**src/rtl/regfile_mp.sv**
```systemverilog
// Multi-port integer register file: two prioritised write ports, NUM_RD combinational
// read ports with optional same-cycle bypass, and a sequencer that zeroes every entry.
module regfile_mp #(
  parameter int XLEN     = 32,
  parameter int NREGS    = 32,
  parameter int NUM_RD   = 2,
  parameter int BYPASS   = 1,
  parameter int ZERO_REG = 1
) (
  input  logic                              clk,
  input  logic                              rst_n,
  input  logic                              we0,
  input  logic [$clog2(NREGS)-1:0]          waddr0,
  input  logic [XLEN-1:0]                   wdata0,
  input  logic                              we1,
  input  logic [$clog2(NREGS)-1:0]          waddr1,
  input  logic [XLEN-1:0]                   wdata1,
  input  logic [NUM_RD*$clog2(NREGS)-1:0]   raddr,
  output logic [NUM_RD*XLEN-1:0]            rdata,
  input  logic                              init_req,
  output logic                              busy
);

  localparam int AW = $clog2(NREGS);
  localparam logic [0:0] CLEAR = 1'b0;
  localparam logic [0:0] READY = 1'b1;

  logic [0:0]      state_q, state_d;
  logic [AW-1:0]   clr_idx_q, clr_idx_d;
  logic [XLEN-1:0] mem_q [NREGS];
  logic            ready;
  logic            wen0, wen1;

  assign ready = (state_q == READY);
  assign busy  = ~ready;

  // Writes only land in READY; entry 0 swallows writes when hardwired to zero.
  assign wen0 = ready && we0 && !((ZERO_REG != 0) && (waddr0 == '0));
  assign wen1 = ready && we1 && !((ZERO_REG != 0) && (waddr1 == '0));

  always_comb begin
    state_d   = state_q;
    clr_idx_d = clr_idx_q;
    case (state_q)
      CLEAR: begin
        clr_idx_d = clr_idx_q + AW'(1);
        if (clr_idx_q == AW'(NREGS - 1)) state_d = READY;
      end
      default: begin
        if (init_req) begin
          state_d   = CLEAR;
          clr_idx_d = '0;
        end
      end
    endcase
  end

  always_ff @(posedge clk or negedge rst_n) begin
    if (!rst_n) begin
      state_q   <= CLEAR;
      clr_idx_q <= '0;
    end else begin
      state_q   <= state_d;
      clr_idx_q <= clr_idx_d;
    end
  end

  // Port 1 is assigned last so it wins a same-address collision.
  always_ff @(posedge clk) begin
    if (!ready) begin
      mem_q[clr_idx_q] <= '0;
    end else begin
      if (wen0) mem_q[waddr0] <= wdata0;
      if (wen1) mem_q[waddr1] <= wdata1;
    end
  end

  for (genvar k = 0; k < NUM_RD; k++) begin : g_rd
    logic [AW-1:0]   ra;
    logic [XLEN-1:0] rd;

    assign ra = raddr[k*AW +: AW];

    always_comb begin
      rd = mem_q[ra];
      if ((BYPASS != 0) && wen1 && (ra == waddr1)) begin
        rd = wdata1;
      end else if ((BYPASS != 0) && wen0 && (ra == waddr0)) begin
        rd = wdata0;
      end
      if (!ready || ((ZERO_REG != 0) && (ra == '0))) rd = '0;
    end

    assign rdata[k*XLEN +: XLEN] = rd;
  end

endmodule

```
**config.mk**
```make
export PLATFORM = sky130hd
export DESIGN_NAME = regfile_mp
export DESIGN_NICKNAME = d
export VERILOG_FILES = /design/src/rtl/regfile_mp.sv
export SDC_FILE = /design/constraint.sdc
export NUM_CORES = 2
export LEC_CHECK = 0
export ABC_CLOCK_PERIOD_IN_PS = 5600
export CORE_ASPECT_RATIO = 1.25
export CORE_MARGIN = 1.5
export CORE_UTILIZATION = 56
export CTS_CLUSTER_SIZE = 30
export DETAILED_ROUTE_END_ITERATION = 10
export PLACE_DENSITY = 0.73
export REMOVE_ABC_BUFFERS = 1
export SETUP_SLACK_MARGIN = 0.1
export SLEW_MARGIN = 5
export SYNTH_ARGS = -nofsm -noshare
export SYNTH_HDL_FRONTEND = slang
export SYNTH_SLANG_ARGS = --single-unit
```
**constraint.sdc**
```tcl
create_clock -name clk -period 5.6 [get_ports clk]
set_input_delay 1.12 -clock clk [delete_from_list [all_inputs] [get_ports clk]]
set_output_delay 1.12 -clock clk [all_outputs]
set_load 0.01 [all_outputs]
```
**Yosys cells after proc, flatten, opt, wreduce, memory -nomap -nowiden**

Memories as Yosys holds them, arrays and structs flattened.
Index checks and enable logic that the tools add are counted.
W data, S select, Z words.

- Flip-flop bits (word level): 6
- RAM bits: 1024
- Input port bits: 89
- Output and inout port bits: 65
- Logic and storage cells: 50
- Memories kept: 1

- Add/subtract/negate cells: 1
- Equality and inequality tests: 6
- Mux-type cells: 21
- Bitwise logic cells: 1
- Reductions and logical operators: 18

Memories:

| name | words | bits a word | read ports | clocked after memory_dff | write ports | RTL line | text |
|---|---|---|---|---|---|---|---|
| mem_q | 32 | 32 | 2 | 0 | 2 | 30 | `logic [XLEN-1:0] mem_q [NREGS];` |

Operator list:

| kind | number |
|---|---|
| $mux W32 | 7 |
| $reduce_or A32 Y1 | 1 |
| $eq A5 B5 Y1 | 4 |
| $logic_not A5 Y1 | 4 |
| $mux W5 | 3 |
| $mux W1 | 11 |
| $logic_and A1 B1 Y1 | 8 |
| $add A5 B1 Y5 const B | 1 |
| $eq A5 B5 Y1 const B | 1 |
| $logic_not A1 Y1 | 3 |
| $logic_or A1 B1 Y1 | 2 |
| $ne A2 B2 Y1 const B | 1 |
| $not A1 Y1 | 1 |

**Logic depth before layout (Yosys ltp)**

- Depth in word-level cells: 8
- Mapped depth: 10
- Mapped depth without buffers: 6

**Least setup slack after synthesis**

Ideal clock, no wire load.

- Path type: in2reg
- From: input port waddr0[2]
- To: memory mem_q[1][0] (enable)
- Library setup time: 0.433 ns
- Arrival time: 4.293 ns
- Data required time: 5.167 ns
- Setup slack: 0.875 ns
- Stages: 8
- Buffers on the path: 2
- Path through: clkbuf_1 -> nor4_2 -> a21oi_1 -> clkbuf_1 -> or3_1 -> o31ai_1 -> nand2_1 -> o22ai_1

RTL lines:

| what | RTL line | text |
|---|---|---|
| start: declaration | 13 | `input logic [$clog2(NREGS)-1:0] waddr0,` |
| end: declaration | 30 |  |

**Worst setup path in the final report**

- From: input port waddr0[1]
- To: output port rdata[23]

- Cells in the longest elaborated chain, start to end: 7
- Elaborated cells on any way between the ends: 8
- Classes of those cells: eq/ne (1); mux (3); reduce/logical (4)

Ends and longest elaborated chain:

| what | RTL line | text |
|---|---|---|
| $logic_not A5 Y1 | 38 | `assign wen0 = ready && we0 && !((ZERO_REG != 0) && (waddr0 == '0));` |
| $logic_not A1 Y1 | 38 |  |
| $logic_and A1 B1 Y1 | 38 |  |
| $logic_and A1 B1 Y1 (*) | 88 | `end else if ((BYPASS != 0) && wen0 && (ra == waddr0)) begin` |
| $mux W32 (*) | 88 |  |
| $mux W32 (*) | 86 | `if ((BYPASS != 0) && wen1 && (ra == waddr1)) begin` |
| $mux W32 (*) | 91 | `if (!ready \|\| ((ZERO_REG != 0) && (ra == '0))) rd = '0;` |
| end: declaration | 19 | `output logic [NUM_RD*XLEN-1:0] rdata,` |

Every way passes the cells marked *; elsewhere a longest branch is shown, timed or not.

==> summary.md <==
| Metric | Value |
|---|---|
| Outcome | finished with violations |
| Failing checks | setup timing |
| Top-area cell type share of the netlist area | 0.512 |
| Number of stages on the worst hold path | 1 |
| Count of synthesis-stage warnings from yosys | 0 |
| Share of synthesized registers carrying an async set or reset | 0.00583 |
| Area leader, netlist | edfxtp_1 |
| Top area cells in the synthesized netlist | edfxtp_1 (51%), mux4_2 (9.8%), mux2i_1 (8.4%), o21ai_0 (8.3%), nand2_1 (6.6%) |
| Flop2flop setup slack | 1.74 ns |
| Floorplan row count | 134 |
| HPWL after DPL | 138,000 um |
| #FFs+latches synth | 1,030 |
| Detailed-route via count | 49,400 |
| Most common cell after layout, fill and taps aside | nand2_1 |
| Placement Cell Area | 0.0641 sq mm |
| Overflow left after global routing | 0 |
| Final instance area | 0.0675 sq mm |
| Arrival time reported for the critical path endpoint | 4.51 ns |
| Port Buf Inserts | 153 |
| Number of I/O pins | 154 |
| Post-layout worst setup margin | -0.0297 ns |
| Pin count of the biggest net entering global routing | 79 |
| Number of flops mapped to enable cells by yosys | 1,024 |
| Ratio of cells with drive above 1 in the final layout | 0.147 |
| Count of TritonRoute iterations in the first routing pass | 7 |
| Worst min-delay path class | reg2reg |
| Worst setup path category | in2out |
| # H-tree levels | 3 |
| Area share of and/or/nand/nor cells after synthesis | 0.0939 |
| Placeable core area | 0.106 sq mm |
| Overall routed net length | 224,000 um |
| Unrepaired setup endpoints after global routing | yes |
| Maximum operating frequency | 0.178 GHz |
| DRC marker count from the first detailed-route iteration | 7,605 |
| CP Max Fanout | 24 |
| Die area | 0.109 sq mm |
| Clock latency of the later-clocked register in the worst-skew pair | 0.74 ns |
| Reg2Reg Capture Point | mem_q[9][26] |
| Post-DRT Antenna Nets | 0 |
| Synthesized-area fraction occupied by adder cells | 0.000417 |
| R2r startpoint | ready |
| Hold Crit Start | clr_idx_q[0] |
| # Max-Cap Violations | 0 |
| Max incr delay on CP | 0.98 ns |
| Root cell of the clock tree | clkbuf_16 |
| Fin Hold WS | 0.579 ns |
| Final core area utilization | 0.634 |
| Headroom to the max-slew limit | 0.164 |
| Clock tree from TritonCTS | built |
| Residual DRC | 0 |
| Top cell by count, worst path | clkdlybuf4s50_1 |
| Global Route Usage Sum | 0.411 |
| Fraction of the yosys area taken by sequential cells | 0.515 |
| Avg Synthesized Cell Area | 10.9 sq um |
| Antenna violations before repair | 8 |
| Final number of setup-violating endpoints | 10 |
| Hold Fails Final Rpt | 0 |
| Slew at the pin with the worst max-slew slack | 1.25 ns |
| Top library cells by usage in the layout, fill and taps aside | nand2_1 (1,056), edfxtp_1 (1,024), o21ai_0 (1,001) |
| Num CTS Buffers | 100 |
| Instance count of the mapped netlist | 5,495 |
| Routability-driven placement congestion ratio | 0.989 |
| First-pass GRT wire length | 321,000 um |
| Main combinational cell family by area after synthesis | multiplexers |
| FF-to-FF path depth | 6 |
| Layout area overhead | 12.5% |
| Maximum count of clock buffers along a single path | 3 |
| Chip height | 369 um |
| Slowest library cell on the worst path | nor2_4 |
| Post-synthesis compound-gate area fraction | 0.158 |
| Nets | 5,456 |
| Period Utilization, post-route | 1.01 |
| Sort of element at the end of the critical path | output port |
| Crit path buf inv count | 2 |
| Die width | 296 um |
| Element type at the critical path start | primary input |
| Static Leak | 23.3 nW |
| Category of cells accounting for the largest share of critical-path delay | simple AND/OR/NAND/NOR gates |
| TritonCTS Sinks | 1,030 |
| Primary FF master, synth | edfxtp_1 |
| Required time reported for the critical path endpoint | 4.48 ns |
| Worst vdd ir | 0.294 mV |
| Average vias per placed instance | 7.18 |
| Hold Path Sink | clr_idx_q[0] |
| Power per standard cell area | 318 mW/mm^2 |
| Syn Std Cell Area | 0.0600 sq mm |
| Number of unique standard cell types used by synthesis | 46 |
| Shortest clock period the worst path allows after layout | 5.63 ns |
| Clock slew at reported path FFs | 0.08 ns |
| Post-Route Skew | 0.0388 ns |
| XOR/XNOR Fraction of Synth Area | 0.00321 |
| Wirelength per Cell | 32.6 um |
| Vias in the first global route | 48,700 |
| Starting utilization of the core area | 0.564 |
| Aggregate negative setup slack | -0.201 ns |
| Multiplexer share of the synthesized area | 0.182 |
| Ordered cell list for the critical path | clkdlybuf4s50_1 -> xor2_1 -> a211oi_1 -> nand3_1 -> nor2_4 -> a221o_1 -> clkdlybuf4s50_1 |
| Pins over their slew limit | 0 |
per-layer routing:
layer / track usage / wire length, um / vias to the layer above
met4: 0.331 / 21100 / 4
met5: 0 / 24 / -
met3: 0.117 / 31800 / 1223
met1: 0.477 / 69300 / 23500
li1: - / - / 20400
met2: 0.636 / 102000 / 4258
layout make-up:
| class | count | area, sq um |
|---|---|---|
| Sequential cell | 1030 | 30900 |
| Fill cell | 8069 | 39000 |
| Tap cell | 1428 | 1790 |
| Clock buffer | 128 | 2690 |
| Inverter | 37 | 139 |
| Multi-Input combinational cell | 3756 | 27100 |
| Clock inverter | 57 | 589 |
| Antenna cell | 2 | 5.00 |
| Timing Repair Buffer | 440 | 4320 |
synth_stat cells (all sizes together) (9+ instances only):
cell and n:
nand2 1056, edfxtp 1024, o21ai 1001, clkbuf 555, mux2i 504, mux4 260, a22oi 130, a31oi 128
a21oi 125, a22o 125, buf 118, nor2b 73, and3 66, nor3 64, a221o 62, nor2 44
inv 37, o22ai 34, xor2 21, nand3 9
sequential cells by signal, summed over array words and instances (netlist names):
signal,flops
mem_q,1024
ready,1
clr_idx_q,5
metrics by stage:
stage	setup WS (ns)	instances	power (mW)
floorplan	0.344	4822	12.1
detailed placement	0.0616	6685	14.4
CTS	0.0608	6876	21.2
global route	-0.0698	6876	21.9
finish	-0.0297	6878	21.5
global placement	0.0570	6685	14.3
what timing repair did:
item,4_1_cts,5_1_grt
pin swaps,2,2
gates resized for setup,2,1
hold buffers,0,0
setup endpoints to repair,21,19
setup buffers,5,0
gates cloned,1,0
how the worst max path moves through the flow:
stage	start	endpoint	slack, ns	cells after the start
after floorplan	raddr[1]	rdata[0]	0.34	5
after detailed placement	waddr1[3]	rdata[19]	0.06	8
after global placement	waddr0[4]	rdata[20]	0.06	8
final	waddr0[1]	rdata[23]	-0.03	7
after global routing	waddr0[2]	rdata[7]	-0.07	9
after CTS	waddr1[3]	rdata[17]	0.06	8
power by group:
group	switching, mW	total [mW]	internal (mW)
Clock	3.10	7.00	3.91
Sequential	0.409	10.0	9.62
Combinational	2.92	4.43	1.51
kinds of logic (layout without fill, tap and decap cells):
logic type,after synthesis,after routing
simple gates,1344,1345
xor+xnor,22,22
flops,1030,1030
other cells,0,2
mux,768,768
buf+inv,710,662
compound gates,1619,1619
fa+ha+maj,2,2
worst register-to-register path: stages (launching register included):
cell	delay (ns)
dfrtp_1	0.71
nand2_1	0.36
a21o_1	0.31
a22oi_1	0.22
nand2_1	0.62
o22ai_4	0.85
buf_4	0.49
(Power assumes the default switching activity.)
